**src/rtl/router_reg_gen.sv**
```systemverilog
`default_nettype none
// ============================================================================
//  Module      : router_reg_gen
//  Description : Register stage of the 1x3 router. It latches the packet
//                header, forwards header and payload to the output FIFO,
//                parks one word while the FIFO is full, and accumulates a
//                packet check value (XOR parity or MSB-first CRC). It flags
//                a mismatch against the received check word, and a mismatch
//                between the payload count and the header length field.
//  Revision    : 1.0 - initial release
// ============================================================================
module router_reg_gen #(
    parameter int                DATA_W     = 8,
    parameter int                ADDR_W     = 2,
    parameter int                CHECK_MODE = 0,
    parameter logic [DATA_W-1:0] POLY       = DATA_W'(8'h07)
) (
    input  logic              clk,
    input  logic              resetn,
    input  logic              pkt_valid,
    input  logic              fifo_full,
    input  logic              detect_add,
    input  logic              lfd_state,
    input  logic              ld_state,
    input  logic              laf_state,
    input  logic              full_state,
    input  logic              rst_int_reg,
    input  logic [DATA_W-1:0] data_in,
    output logic [DATA_W-1:0] dout,
    output logic              parity_done,
    output logic              low_pkt_valid,
    output logic              err,
    output logic              len_err
);

    localparam int c_LEN_W = DATA_W - ADDR_W;

    logic [DATA_W-1:0]  r_hdr;
    logic [DATA_W-1:0]  r_hold;
    logic [DATA_W-1:0]  r_chk;
    logic [DATA_W-1:0]  r_ext_chk;
    logic [c_LEN_W-1:0] r_cnt;
    logic [DATA_W-1:0]  r_dout;
    logic               r_parity_done;
    logic               r_parity_done_q;
    logic               r_low_pkt_valid;
    logic               r_err;
    logic               r_len_err;

    logic               w_hdr_capture;
    logic               w_err_eval;

    // One step of the running check: XOR parity, or a whole-word CRC update
    // (fold the word in, then clock the register DATA_W times).
    function automatic logic [DATA_W-1:0] f_chk(input logic [DATA_W-1:0] c,
                                                 input logic [DATA_W-1:0] d);
        logic [DATA_W-1:0] v;
        v = c ^ d;
        if (CHECK_MODE == 1) begin
            for (int i = 0; i < DATA_W; i++) begin
                v = v[DATA_W-1] ? ((v << 1) ^ POLY) : (v << 1);
            end
        end
        return v;
    endfunction

    // A header capture clears the error flags, so it must also suppress an
    // error evaluation landing on the same cycle.
    assign w_hdr_capture = detect_add & pkt_valid;
    assign w_err_eval    = r_parity_done & ~r_parity_done_q & ~w_hdr_capture;

    // Datapath, check accumulation, handshake flags and error evaluation.
    always_ff @(posedge clk) begin
        if (!resetn) begin
            r_hdr           <= '0;
            r_hold          <= '0;
            r_chk           <= '0;
            r_ext_chk       <= '0;
            r_cnt           <= '0;
            r_dout          <= '0;
            r_parity_done   <= 1'b0;
            r_parity_done_q <= 1'b0;
            r_low_pkt_valid <= 1'b0;
            r_err           <= 1'b0;
            r_len_err       <= 1'b0;
        end else begin
            r_parity_done_q <= r_parity_done;

            if (detect_add) begin
                if (pkt_valid) begin
                    r_hdr         <= data_in;
                    r_chk         <= f_chk('0, data_in);
                    r_cnt         <= '0;
                    r_parity_done <= 1'b0;
                    r_err         <= 1'b0;
                    r_len_err     <= 1'b0;
                end
            end else if (lfd_state) begin
                r_dout <= r_hdr;
            end else if (ld_state) begin
                if (!full_state) begin
                    if (pkt_valid) begin
                        r_chk <= f_chk(r_chk, data_in);
                        if (r_cnt != {c_LEN_W{1'b1}}) begin
                            r_cnt <= r_cnt + c_LEN_W'(1);
                        end
                        if (!fifo_full) begin
                            r_dout <= data_in;
                        end else begin
                            r_hold <= data_in;
                        end
                    end else begin
                        r_ext_chk       <= data_in;
                        r_low_pkt_valid <= 1'b1;
                        if (!fifo_full) begin
                            r_dout        <= data_in;
                            r_parity_done <= 1'b1;
                        end else begin
                            r_hold <= data_in;
                        end
                    end
                end
            end else if (laf_state) begin
                r_dout <= r_hold;
                if (r_low_pkt_valid && !r_parity_done) begin
                    r_parity_done <= 1'b1;
                end
            end

            if (w_err_eval) begin
                r_err     <= (r_chk != r_ext_chk);
                r_len_err <= (r_cnt != r_hdr[DATA_W-1:ADDR_W]);
            end

            // Clearing the check-word flag takes precedence over setting it.
            if (rst_int_reg) begin
                r_low_pkt_valid <= 1'b0;
            end
        end
    end

    assign dout          = r_dout;
    assign parity_done   = r_parity_done;
    assign low_pkt_valid = r_low_pkt_valid;
    assign err           = r_err;
    assign len_err       = r_len_err;

endmodule
`default_nettype wire
```
**config.mk**
```make
export PLATFORM = sky130hd
export DESIGN_NAME = router_reg_gen
export DESIGN_NICKNAME = d
export VERILOG_FILES = /design/src/rtl/router_reg_gen.sv
export SDC_FILE = /design/constraint.sdc
export NUM_CORES = 1
export LEC_CHECK = 0
export BUFFER_PORTS_ARGS = -buffer_cell sky130_fd_sc_hd__clkbuf_2
export CAP_MARGIN = 20
export CORE_AREA = 4 4 79 81
export DETAILED_ROUTE_END_ITERATION = 10
export DIE_AREA = 0 0 83 85
export GPL_TIMING_DRIVEN = 0
export PLACE_DENSITY = 0.62
export RECOVER_POWER = 50
export SLEW_MARGIN = 10
export SYNTH_ARGS = -nofsm -noshare
export SYNTH_HDL_FRONTEND = slang
export SYNTH_SLANG_ARGS = --single-unit
```
**constraint.sdc**
```tcl
create_clock -name clk -period 1.85 [get_ports clk]
set_clock_uncertainty 0.15 [all_clocks]
set_input_delay 0.185 -clock clk [delete_from_list [all_inputs] [get_ports clk]]
set_output_delay 0.185 -clock clk [all_outputs]
set_load 0.01 [all_outputs]
```
* Word level (Yosys, flattened, before mapping)
Index checks and enable logic that the tools add are counted.
Storage, ports and cells: flip-flop bits (word level) 51, output and inout port bits 12, logic and storage cells 83
Cells by class: reductions and logical operators 18, mux-type cells 30, eq/ne operators 12, bitwise logic cells 11, add/sub/neg operators 1
Operators with widths (number):
- 2-to-1 mux 8 bit | 11
- 2-to-1 mux 6 bit | 7
- AND reduction 5 bit | 3
- 2-to-1 mux 1 bit | 12
- inequality test 3 bit (second input constant) | 4
- nonzero test 3 bit | 3
- inequality test 8 bit | 1
- nonzero test 2 bit | 4
- XOR 8 bit | 1
- NOT 1 bit | 7
- AND reduction 7 bit | 1
- adder 6 x 1 -> 6 bit (second input constant) | 1
- inequality test 2 bit (second input constant) | 3
- inequality test 6 bit | 1
- inequality test 6 bit (second input constant) | 1
- AND reduction 6 bit | 1
- inequality test 5 x 4 -> 1 bit (second input constant) | 1
- inequality test 4 x 3 -> 1 bit (second input constant) | 1
- AND reduction 2 bit | 2
- AND reduction 4 bit | 1
- bitwise AND 1 bit | 3
- OR reduction 2 bit | 1
- logical AND 1 bit | 1
- zero test 1 bit | 1

* Depth between registers and ports, before layout
depth in word-level cells 7, depth in mapped cells 6, gate-level depth less buffers 5

* Worst setup path before layout
Ideal clock, no wire load.
kind register -> register, start reg r_cnt[0], end reg r_cnt[2], cell stages (with the launch flop) 6, clock period less this slack 1.662 ns, arrival 1.442 ns, setup slack 0.188 ns, data required time 1.630 ns, cell sequence dfxtp_1 ha_1 nand4_1 o32ai_2 or4b_1 a21boi_1
Between the ends: cells in the longest elaborated chain, start to end 7, elaborated cells between the ends (all ways) 10
RTL lines:
- start: declaration | RTL line 42 | logic [c_LEN_W-1:0] r_cnt;
- start signal: assignment | RTL line 105 | r_cnt <= r_cnt + c_LEN_W'(1);
- adder 6 x 1 -> 6 bit | RTL line 105
- 2-to-1 mux 6 bit | RTL line 104 | if (r_cnt != {c_LEN_W{1'b1}}) begin
- 2-to-1 mux 6 bit | RTL line 102 | if (pkt_valid) begin
- 2-to-1 mux 6 bit | RTL line 101 | if (!full_state) begin
- 2-to-1 mux 6 bit | RTL line 100 | end else if (ld_state) begin
- 2-to-1 mux 6 bit | RTL line 98 | end else if (lfd_state) begin
- 2-to-1 mux 6 bit | RTL line 89 | if (detect_add) begin
Parallel ways exist; a longest one is shown, timed or not. The select of a mux whose other input is x is not followed. A chain may end at the register's enable or synchronous reset.

* Worst setup path in the final report
Same ends and word-level chain as after synthesis.

==> results.sh <==
export IMPL_place_area_mm2=0.00267
export IMPL_ff2ff_path_depth=5
export IMPL_period_share_pct=95.7
export IMPL_fin_crit_ns=1.77
export IMPL_dr_first_iter_drc_count=129
export IMPL_syn_area_per_cell_um2=9.07
export IMPL_worstSetupEndpointType="register"
export IMPL_io_buffer_count=28
export IMPL_die_area_mm2=0.00706
export IMPL_peakVddDrop_uv=387
export IMPL_synth_cells=269
export IMPL_cts_root_buffer="clkbuf_8"
export IMPL_design_area_mm2=0.00282
export IMPL_grtUsageMet2_pct=26.6
export IMPL_grtUsageMet3_pct=3.88
export IMPL_vias_per_cell=5.24
export IMPL_hold_path_class="input port to register"
export IMPL_coreArea_mm2=0.00547
export IMPL_start_util_pct=44.6
export IMPL_outcome="finished clean"
export IMPL_reg2reg_slack_ns=0.08
export IMPL_dr_total_vias=1998
export IMPL_cellLeakagePower_nw=1.06
export IMPL_max_cap_viol_count=0
export IMPL_wire_per_inst_um=15.6
export IMPL_crit_arrival_ns=1.87
export IMPL_hold_end="r_hdr[7]"
export IMPL_clkSinkCount=51
export IMPL_worst_pin_slew_ns=0.664
export IMPL_cp_num_buf_inv=0
export IMPL_path_clk_slew_ns=0.10
export IMPL_gr_usage_met1_pct=24.0
export IMPL_grt_busiest_layer="met2"
export IMPL_maxSlewHeadroom_pct=55.7
export IMPL_power_w=0.00222
export IMPL_wirelength_um=5930
export IMPL_hold_violations=0
export IMPL_gp_congestion=0.789
export IMPL_num_rows=27
export IMPL_worstReg2RegStart="r_cnt[0]"
export IMPL_die_height_um=85
export IMPL_n_fill_cell=546
export IMPL_setup_violations_final=0
export IMPL_path_depth=5
export IMPL_numCtsBuffers=5
export IMPL_startpoint="r_cnt[0]"
export IMPL_stdcell_count=381
export IMPL_whs_path_depth=3
export IMPL_drv_slew=0
export IMPL_r2r_end="r_cnt[2]"
export IMPL_placedCellCount=369
export IMPL_htree_levels=2
export IMPL_grt_pass1_wl_um=9850
export IMPL_firstDrtPassIters=4
export IMPL_ant_nets=0
export IMPL_grt_max_degree=18
export IMPL_grt_overflow_total=0
export IMPL_required_ns=1.95
export IMPL_syn_area_mm2=0.00244
export IMPL_worstSetupStartpointType="register"
export IMPL_n_antenna_cell=0
export IMPL_crit_chain="ha_2 > nand4_1 > o32ai_4 > or4b_1 > a21boi_1"
export IMPL_antenna_found_initial=0
export IMPL_slowest_delay_ns=0.51
export IMPL_fin_ws_ns=0.0795
export IMPL_cellPowerDensity_mw_per_mm2=788
export IMPL_synth_seq_area_share_pct=41.8
export IMPL_grtUsageTotal_pct=17.4
export IMPL_synth_nets=288
export IMPL_drc_errors=0
export IMPL_clockBufferDepth=2
export IMPL_cts_tree="done"
export IMPL_dpl_hpwl_um=4080
export IMPL_yosysUniqueCellTypes=41
export IMPL_nets=327
export IMPL_synthToLayoutAreaGrowth_pct=15.6
export IMPL_synth_warnings=0
export IMPL_post_route_cells_drive_above_1_share_pct=10.7
export IMPL_pre_cts_slack_ns=-0.0421
export IMPL_clk_latency_ns=0.31
export IMPL_slowest_stage="or4b_1"
export IMPL_cp_max_fo=8
export IMPL_max_clock_freq_mhz=565
export IMPL_design_portCount=30
export IMPL_crit_family="simple AND/OR/NAND/NOR gates"
export IMPL_dieWidth_um=83
export IMPL_hp_start="data_in[7]"
export IMPL_grt_pass1_vias=1940
export IMPL_crit_type="register to register"
export IMPL_synth_ff_latch_count=51
-- layout make-up --
type | count | area (µm²) | area share [%]
Sequential cell | 51 | 1030 | 36.4
Tap cell | 72 | 90.1 | 3.19
Timing Repair Buffer | 32 | 161 | 5.72
Buffer | 18 | 73.8 | 2.62
Multi-Input combinational cell | 198 | 1350 | 47.7
Inverter | 2 | 7.51 | 0.266
Clock inverter | 3 | 46.3 | 1.64
Clock buffer | 5 | 68.8 | 2.44
-- registers in the layout, summed over array words and instances (netlist names) --
| register | cells |
|---|---|
| r_parity_done_q | 1 |
| r_hold | 8 |
| len_err | 1 |
| r_hdr | 8 |
| dout | 8 |
| err | 1 |
| parity_done | 1 |
| r_ext_chk | 8 |
| r_cnt | 6 |
| low_pkt_valid | 1 |
| r_chk | 8 |
-- worst min-delay path: stages --
cell      delay, ns
clkbuf_2       0.12
nand2_1        0.06
a21boi_0       0.06
-- cells in the final DEF (no fill, tap or decap), types with 3 or more instances in the layout --
master,count
nand4_1,3
clkbuf_8,5
clkbuf_2,15
mux2i_1,24
clkbuf_1,28
and2_1,9
o2111ai_1,8
nand2b_1,3
dlygate4sd3_1,3
xnor2_1,10
nor2b_1,17
nor2_1,6
dfxtp_1,49
xor2_1,12
nand2_1,44
o21ai_0,19
a21boi_0,10
-- worst max path at each step --
| stage | slack, ns | endpoint |
|---|---|---|
| final | 0.08 | r_cnt[2] |
| after global routing | -0.01 | r_cnt[2] |
| after CTS | 0.006 | r_cnt[2] |
| after detailed placement | -0.04 | r_cnt[2] |
| after global placement | 0.02 | r_cnt[2] |
| after floorplan | 0.19 | r_cnt[2] |
-- report_power, final --
| part | total, W | switching (W) | leakage (nW) | internal [W] |
|---|---|---|---|---|
| logic | 0.000253 | 0.000149 | 0.593 | 0.000105 |
| registers | 0.00116 | 0.0000244 | 0.415 | 0.00113 |
| clock network | 0.000814 | 0.000406 | 0.0548 | 0.000408 |
| total | 0.00222 | 0.000579 | 1.06 | 0.00164 |
-- through the flow --
step	utilization (%)	hold WS (ns)	setup TNS, ns
2_1_floorplan	-	0.111	0
3_3_place_gp	48.8	0.198	0
3_5_place_dp	48.8	0.200	-0.0707
4_1_cts	51.6	0.00797	0
5_1_grt	51.5	0.0164	-0.0105
6_report	51.5	0.0164	0
-- logic make-up (layout without fill, tap and decap cells) --
logic type | Yosys count | in the layout | share of synthesized area (%)
xor+xnor | 22 | 22 | 7.90
flops | 51 | 51 | 41.8
simple gates | 100 | 100 | 21.3
fa+ha+maj | 1 | 1 | 0.513
mux | 24 | 24 | 9.85
buf+inv | 20 | 60 | 3.54
compound gates | 51 | 51 | 15.0
-- Yosys cell counts, drive strengths merged --
| library cell | count | area, µm² |
|---|---|---|
| a211oi | 1 | 7.51 |
| a21boi | 12 | 90.1 |
| a21oi | 1 | 5.00 |
| a31oi | 3 | 33.8 |
| a41o | 1 | 10.0 |
| a41oi | 1 | 8.76 |
| and2 | 10 | 62.6 |
| and3 | 1 | 6.26 |
| and4 | 1 | 8.76 |
| and4bb | 1 | 12.5 |
| buf | 7 | 37.5 |
| clkbuf | 11 | 41.3 |
| clkinv | 1 | 3.75 |
| dfxtp | 51 | 1020 |
| ha | 1 | 12.5 |
| inv | 1 | 3.75 |
| mux2i | 24 | 240 |
| nand2 | 44 | 165 |
| nand2b | 3 | 18.8 |
| nand3 | 2 | 10.0 |
| nand3b | 1 | 7.51 |
| nand4 | 3 | 18.8 |
| nor2 | 6 | 22.5 |
| nor2b | 17 | 106 |
| nor3 | 2 | 10.0 |
| nor3b | 1 | 7.51 |
| nor4 | 2 | 12.5 |
| o2111ai | 8 | 70.1 |
| o211a | 1 | 10.0 |
| o211ai | 2 | 15.0 |
| o21ai | 20 | 100 |
| o32ai | 1 | 16.3 |
| or3 | 1 | 6.26 |
| or3b | 2 | 17.5 |
| or4 | 1 | 7.51 |
| or4b | 2 | 20.0 |
| xnor2 | 10 | 87.6 |
| xor2 | 12 | 105 |
-- layer usage --
layer | wire (µm) | vias to the layer above
met1 | 2950 | 944
met4 | 71 | 0
li1 | - | 1009
met3 | 258 | 4
met5 | 0 | -
met2 | 2650 | 41
-- timing repair --
action	4_1_cts	5_1_grt
pin swaps	0	2
setup endpoints to repair	4	4
hold buffers	3	0
hold endpoints to repair	3	0
resized for setup	1	6
buffers inserted	0	1
No activity file was read; power rests on OpenSTA's default activity.
